File: src/rtl/clock_divider_pkg.sv
// Shared constants and elaboration helpers for the clock divider.
// Build option CLOCK_DIVIDER_CASCADE_EN selects the slow-path derivation.
package clock_divider_pkg;

  localparam int DEF_CLK_FREQ_HZ  = 100_000_000;
  localparam int DEF_FAST_FREQ_HZ = 1000;
  localparam int DEF_SLOW_FREQ_HZ = 1;

  function automatic int half_count(
    input int clk_hz,
    input int out_hz
  );
    return clk_hz / (2 * out_hz);
  endfunction

  function automatic int cnt_width(
    input int half
  );
    return (half > 1) ? $clog2(half) : 1;
  endfunction

endpackage

File: src/rtl/clkdiv_toggle.sv
// One divider stage: counts enabled cycles, pulses tick and flips
// toggle_out every HALF_COUNT enables.
module clkdiv_toggle
  import clock_divider_pkg::*;
#(
  parameter int HALF_COUNT = 2
) (
  input  logic clk,
  input  logic rst_n,
  input  logic enable,
  output logic tick,
  output logic toggle_out
);

  localparam int W = cnt_width(HALF_COUNT);
  localparam logic [W-1:0] LAST = W'(HALF_COUNT - 1);

  logic [W-1:0] cnt;

  assign tick = enable && (cnt == LAST);

  always_ff @(posedge clk or negedge rst_n) begin
    if (!rst_n) begin
      cnt        <= '0;
      toggle_out <= 1'b0;
    end else if (tick) begin
      cnt        <= '0;
      toggle_out <= ~toggle_out;
    end else if (enable) begin
      cnt        <= cnt + W'(1);
    end
  end

endmodule

File: src/rtl/clock_divider.sv
// Fast and slow square-wave dividers from one system clock.
// CLOCK_DIVIDER_CASCADE_EN: slow stage counts fast-stage wrap ticks.
module clock_divider
  import clock_divider_pkg::*;
#(
  parameter int CLK_FREQ_HZ  = DEF_CLK_FREQ_HZ,
  parameter int FAST_FREQ_HZ = DEF_FAST_FREQ_HZ,
  parameter int SLOW_FREQ_HZ = DEF_SLOW_FREQ_HZ
) (
  input  logic clk_100MHz,
  input  logic rst_n,
  output logic clk_1kHz,
  output logic clk_1Hz
);

  localparam int FAST_HALF = half_count(CLK_FREQ_HZ, FAST_FREQ_HZ);

  if ((CLK_FREQ_HZ % (2 * FAST_FREQ_HZ)) != 0 ||
      (CLK_FREQ_HZ % (2 * SLOW_FREQ_HZ)) != 0 ||
      (FAST_FREQ_HZ % SLOW_FREQ_HZ) != 0) begin : g_bad_cfg
    $error("clock_divider: frequencies do not divide evenly");
  end

  logic fast_tick;
  logic slow_tick_unused;

  clkdiv_toggle #(
    .HALF_COUNT(FAST_HALF)
  ) u_fast (
    .clk       (clk_100MHz),
    .rst_n     (rst_n),
    .enable    (1'b1),
    .tick      (fast_tick),
    .toggle_out(clk_1kHz)
  );

`ifdef CLOCK_DIVIDER_CASCADE_EN
  // RATIO fast wraps span exactly one slow half period
  localparam int RATIO = FAST_FREQ_HZ / SLOW_FREQ_HZ;

  clkdiv_toggle #(
    .HALF_COUNT(RATIO)
  ) u_slow (
    .clk       (clk_100MHz),
    .rst_n     (rst_n),
    .enable    (fast_tick),
    .tick      (slow_tick_unused),
    .toggle_out(clk_1Hz)
  );
`else
  localparam int SLOW_HALF = half_count(CLK_FREQ_HZ, SLOW_FREQ_HZ);

  logic fast_tick_unused;
  assign fast_tick_unused = fast_tick;

  clkdiv_toggle #(
    .HALF_COUNT(SLOW_HALF)
  ) u_slow (
    .clk       (clk_100MHz),
    .rst_n     (rst_n),
    .enable    (1'b1),
    .tick      (slow_tick_unused),
    .toggle_out(clk_1Hz)
  );
`endif

endmodule

File: config.mk
export PLATFORM = sky130hd
export DESIGN_NAME = clock_divider
export DESIGN_NICKNAME = d
export VERILOG_FILES = /design/src/rtl/clock_divider_pkg.sv /design/src/rtl/clkdiv_toggle.sv /design/src/rtl/clock_divider.sv
export SDC_FILE = /design/constraint.sdc
export NUM_CORES = 1
export LEC_CHECK = 0
export CAP_MARGIN = 20
export CORE_ASPECT_RATIO = 0.5
export CORE_MARGIN = 2
export CORE_UTILIZATION = 50
export CTS_CLUSTER_DIAMETER = 150
export CTS_CLUSTER_SIZE = 25
export DETAILED_ROUTE_END_ITERATION = 7
export HOLD_SLACK_MARGIN = 0.15
export PLACE_DENSITY = 0.74
export SLEW_MARGIN = 20
export SYNTH_ARGS = -nofsm -noshare
export SYNTH_HDL_FRONTEND = slang
export SYNTH_HIERARCHICAL = 1
export SYNTH_SLANG_ARGS = --single-unit
File: constraint.sdc
create_clock -name clk_100MHz -period 2.74 [get_ports clk_100MHz]
set_input_delay 0.411 -clock clk_100MHz [delete_from_list [all_inputs] [get_ports clk_100MHz]]
set_output_delay 0.411 -clock clk_100MHz [all_outputs]
set_load 0.02 [all_outputs]
== Word-level counts from Yosys, hierarchy flattened ==
Cells that the tools add are included.

* Logic and storage cells: 12
* Register bits after elaboration: 44
* Input bits: 2

* Bitwise operators: 2
* Mux-type cells: 2
* Equal/unequal tests: 2
* Add/subtract/negate cells: 2

{| class="wikitable"
|+ Operators with widths
! kind !! number
|-
| adder 26 x 1 -> 26 bit, second input constant || 1
|-
| equality test 26 bit, second input constant || 1
|-
| two-way mux 26 bit || 1
|-
| adder 16 x 1 -> 16 bit, second input constant || 1
|-
| equality test 16 bit, second input constant || 1
|-
| two-way mux 16 bit || 1
|-
| NOT 1 bit || 2
|}

== Logic depth before layout (Yosys ltp) ==
* Depth after elaboration: 2
* Gate-level depth with buffers: 6
* Depth with buffers taken out: 5

== Hierarchy ==
The synthesis kept the hierarchy.

{| class="wikitable"
|+ By module, submodules not included
! module !! seq. area each (µm²) !! times used !! area each (µm²) !! cells an instance
|-
| clkdiv_toggle at u_slow || 675.6 || 1 || 1421.4 || 147
|-
| clkdiv_toggle at u_fast || 425.4 || 1 || 827.0 || 76
|-
| clock_divider || 0.0 || 1 || 3.8 || 1
|}

== Least setup slack after synthesis ==
OpenSTA, ideal clock, no wires.

* Kind: reg2reg
* Start point: register u_slow.cnt[0]
* End point: register u_slow.cnt[20]
* Slack: 0.790 ns
* Data required time: 2.661 ns
* Period minus slack after synthesis: 1.950 ns
* Stages on the path, launching flop included: 6
* Library setup time: 0.079 ns
* Arrival: 1.872 ns
* Cells stage by stage: dfrtp_1 -> ha_1 -> nand3_1 -> or4_1 -> or4_1 -> a21oi_1

* Word-level cells in the longest chain between the ends: 2

{| class="wikitable"
|+ RTL lines
! what !! line !! RTL
|-
| from (decl) || clkdiv_toggle.sv:18 || <nowiki>logic [W-1:0] cnt;</nowiki>
|-
| from (signal assigned) || clkdiv_toggle.sv:30 || <nowiki>cnt <= cnt + W'(1);</nowiki>
|-
| adder 26 x 1 -> 26 bit or equality test 26 bit (tied branches) || clkdiv_toggle.sv:30, clkdiv_toggle.sv:20 ||
|-
| two-way mux 26 bit (*) || clkdiv_toggle.sv:26 || <nowiki>end else if (tick) begin</nowiki>
|}

Mark *: on every way between the ends. The rest lies on a longest branch, timed or not.
A chain may end at the register's enable or synchronous reset.

== Worst setup path in the final report ==
Same ends and word-level chain as after synthesis.

==> out/metrics.csv <==
metric;value;unit
Design Power;1.411;mW
Core Region;4360;um2
cts bufs inserted;5;
via count;1734;
num rows;17;
mux contribution to synthesized area;0;
Max-cap violations;0;
Fmax;471.9;MHz
Static Leakage;1.123;nW
# setup viols final;0;
worst slew pin tran;0.8854;ns
Ports;4;
main combinational cell family by area after synthesis;simple AND/OR/NAND/NOR gates;
grt ovf;0;
IO Port Bufs;3;
fin crit period;2.119;ns
ys async rst share;1.000;
Initial Util;0.5165;
xor/xnor share of the synthesized area;0.1089;
worst skew pair latency;0.30;ns
initial antenna violation count;0;
Slowest Stage Delay on Critical Path;0.61;ns
Crit-path slowest cell;or4_1;
first-pass iteration count of the detailed router;4;
post-synthesis simple-gate area fraction;0.2928;
Die H;51.46;um
Req. time, crit path;2.97;ns
Worst Setup Path Type;reg -> reg;
period utilization;0.7735;
Synth area leader;dfrtp_1;
Placed Instance Area;2406;um2
post-detail-place hpwl;3165;um
# DRC;0;
crit path DAT;2.35;ns
Adder-Cell Fraction of Synth Area;0.01111;
layout cells sized above 1;0.07631;
critical path's most frequent cell;or4_1;
WL final;4431;um
Cell variety after synth;39;
DRT iter0 DRCs;99;
Slew headroom;0.4043;
routed vias/inst;5.667;
area delta synth->final;11.56;%
share of the synthesized area in the top cell type;0.4889;
design area;2512;um2
number of synthesized flops with an enable pin;0;
cell count after synthesis;224;
largest net degree at the start of global routing;45;
routability-driven placement congestion ratio;0.9050;
RSZ-0062 raised after global routing;no;
worst hold path type;reg -> reg;
diode count;0;
CP Capture Type;register;
CP Launch Type;register;
Die ar.;5090;um2
post-synthesis sequential area ratio;0.4889;
top area cells in the synthesized netlist;dfrtp_1 (49%), xnor2_1 (5.8%), xor2_1 (5.1%);
clock root buffer;clkbuf_8;
TNS Setup;0;ns
clock transition at the registers of the reported paths;0.08;ns
post-DR wirelength/cell;14.48;um
H-Tree Depth;2;
post-synthesis compound-gate area fraction;0.08111;
status;finished, final reports clean;
syn_area_per_cell;10.05;um2
Resized Gates After CTS;0;
ANT nets after route;0;
Cell Chain, Critical Path;ha_1 > nand3_1 > or4_1 > or4_1 > a21oi_1;
die span in x;98.92;um
Yosys warnings;6;
Slew Viols, Final;0;
peak supply drop;381.2;uV
most frequent cells in the layout;dfrtp_1 (44), nor2_1 (21), nand2_1 (19);
vias in the first global route;1719;
Total Routing Usage GR;0.2030;
first-pass GRT wire length;7955;um
Max Buffers Root-to-Sink;2;
most common cell after layout, fill and taps aside;dfrtp_1;
worst clock skew;0.005753;ns
CTS tree;built;
Fin. Hold Viols;0;
dominant synthesized flop cell;dfrtp_1;
Synth Cell Area;2252;um2
Power Density;561.6;nW/um2
CTS Sinks;44;
fin nets;252;
CP max FO;4;
Yosys reg bits;44;
-- critical path: cells and delay by family (launching register included) --
kind | cells | cell delay (ns)
compound gates | 1 | 0.15
fa+ha+maj | 1 | 0.21
flops | 1 | 0.43
simple gates | 3 | 1.24
-- power breakdown --
group          total (mW)  switching (mW)  internal, mW
Combinational       0.154          0.0774        0.0771
Sequential          0.830           0.106         0.724
Clock               0.426           0.221         0.205
-- stage by stage --
stage,worst slack [ns],instances,utilization,hold slack (ns)
floorplan,0.7898,239,-,0.1154
global placement,0.7162,297,0.5518,0.4602
detailed placement,0.6280,297,0.5518,0.4696
CTS,0.6102,305,0.5733,0.2960
global route,0.5208,306,0.5762,0.5115
finish,0.6207,306,0.5762,0.4903
-- flip-flops by register name, indices dropped and copies added, names as in the netlist --
register,count
u_fast/cnt,16
u_fast/toggle_out,1
u_slow/cnt,26
u_slow/toggle_out,1
-- final timing paths --
kind | start | end | slack [ns] | cells past startpoint
worst min register to register | u_slow/toggle_out | u_slow/toggle_out | 0.49 | 1
worst min-delay path | u_slow/toggle_out | u_slow/toggle_out | 0.49 | 1
worst max register to register | u_slow/cnt[0] | u_slow/cnt[20] | 0.62 | 5
min in group asynchronous | rst_n | u_slow/cnt[6] | 0.65 | 2
worst max-delay path | u_slow/cnt[0] | u_slow/cnt[20] | 0.62 | 5
max in group asynchronous | rst_n | u_slow/cnt[22] | 1.72 | 2
-- cell type report --
cell class / instances / area, um2
Fill cell: 362 / 1848
Sequential cell: 44 / 1101
Inverter: 6 / 22.52
Timing Repair Buffer: 5 / 45.04
Clock buffer: 7 / 86.33
Multi-Input combinational cell: 186 / 1179
Tap cell: 57 / 71.32
Clock inverter: 1 / 7.507
-- kinds of logic (layout without fill, tap and decap cells) --
| logic type | Yosys count | after routing |
|---|---|---|
| buffers and inverters | 9 | 19 |
| and+or+nand+nor | 111 | 111 |
| xor gates and xnor gates | 28 | 28 |
| DFF | 44 | 44 |
| AOI/OAI and AO/OA | 29 | 29 |
| adders and majority gates | 2 | 2 |
| other | 1 | 16 |
-- synthesized netlist by cell type (3+ instances only) --
cell type	number
dfrtp_1	44
nor2_1	21
nand2_1	19
xnor2_1	15
xor2_1	13
nand3_1	11
nand4_1	11
nor3_1	8
o21ai_0	8
and3_1	7
o31ai_1	7
a21oi_1	6
inv_1	6
nor4b_1	5
or4_1	5
or3_1	4
and4_1	3
-- routing by layer --
| layer | global-route usage | vias up | share of wire |
|---|---|---|---|
| met1 | 0.2642 | 849 | 0.46 |
| met3 | 0.04241 | 3 | 0.033 |
| met4 | 0.07078 | 0 | 0.0065 |
| met2 | 0.3423 | 35 | 0.50 |
| li1 | - | 847 | - |
| met5 | 0 | - | 0 |
-- repair_timing --
item	in CTS	in global routing
setup buffers	0	0
hold buffers	0	1
hold endpoints to repair	0	10
Note: power is estimated with default switching activity, not from simulation.
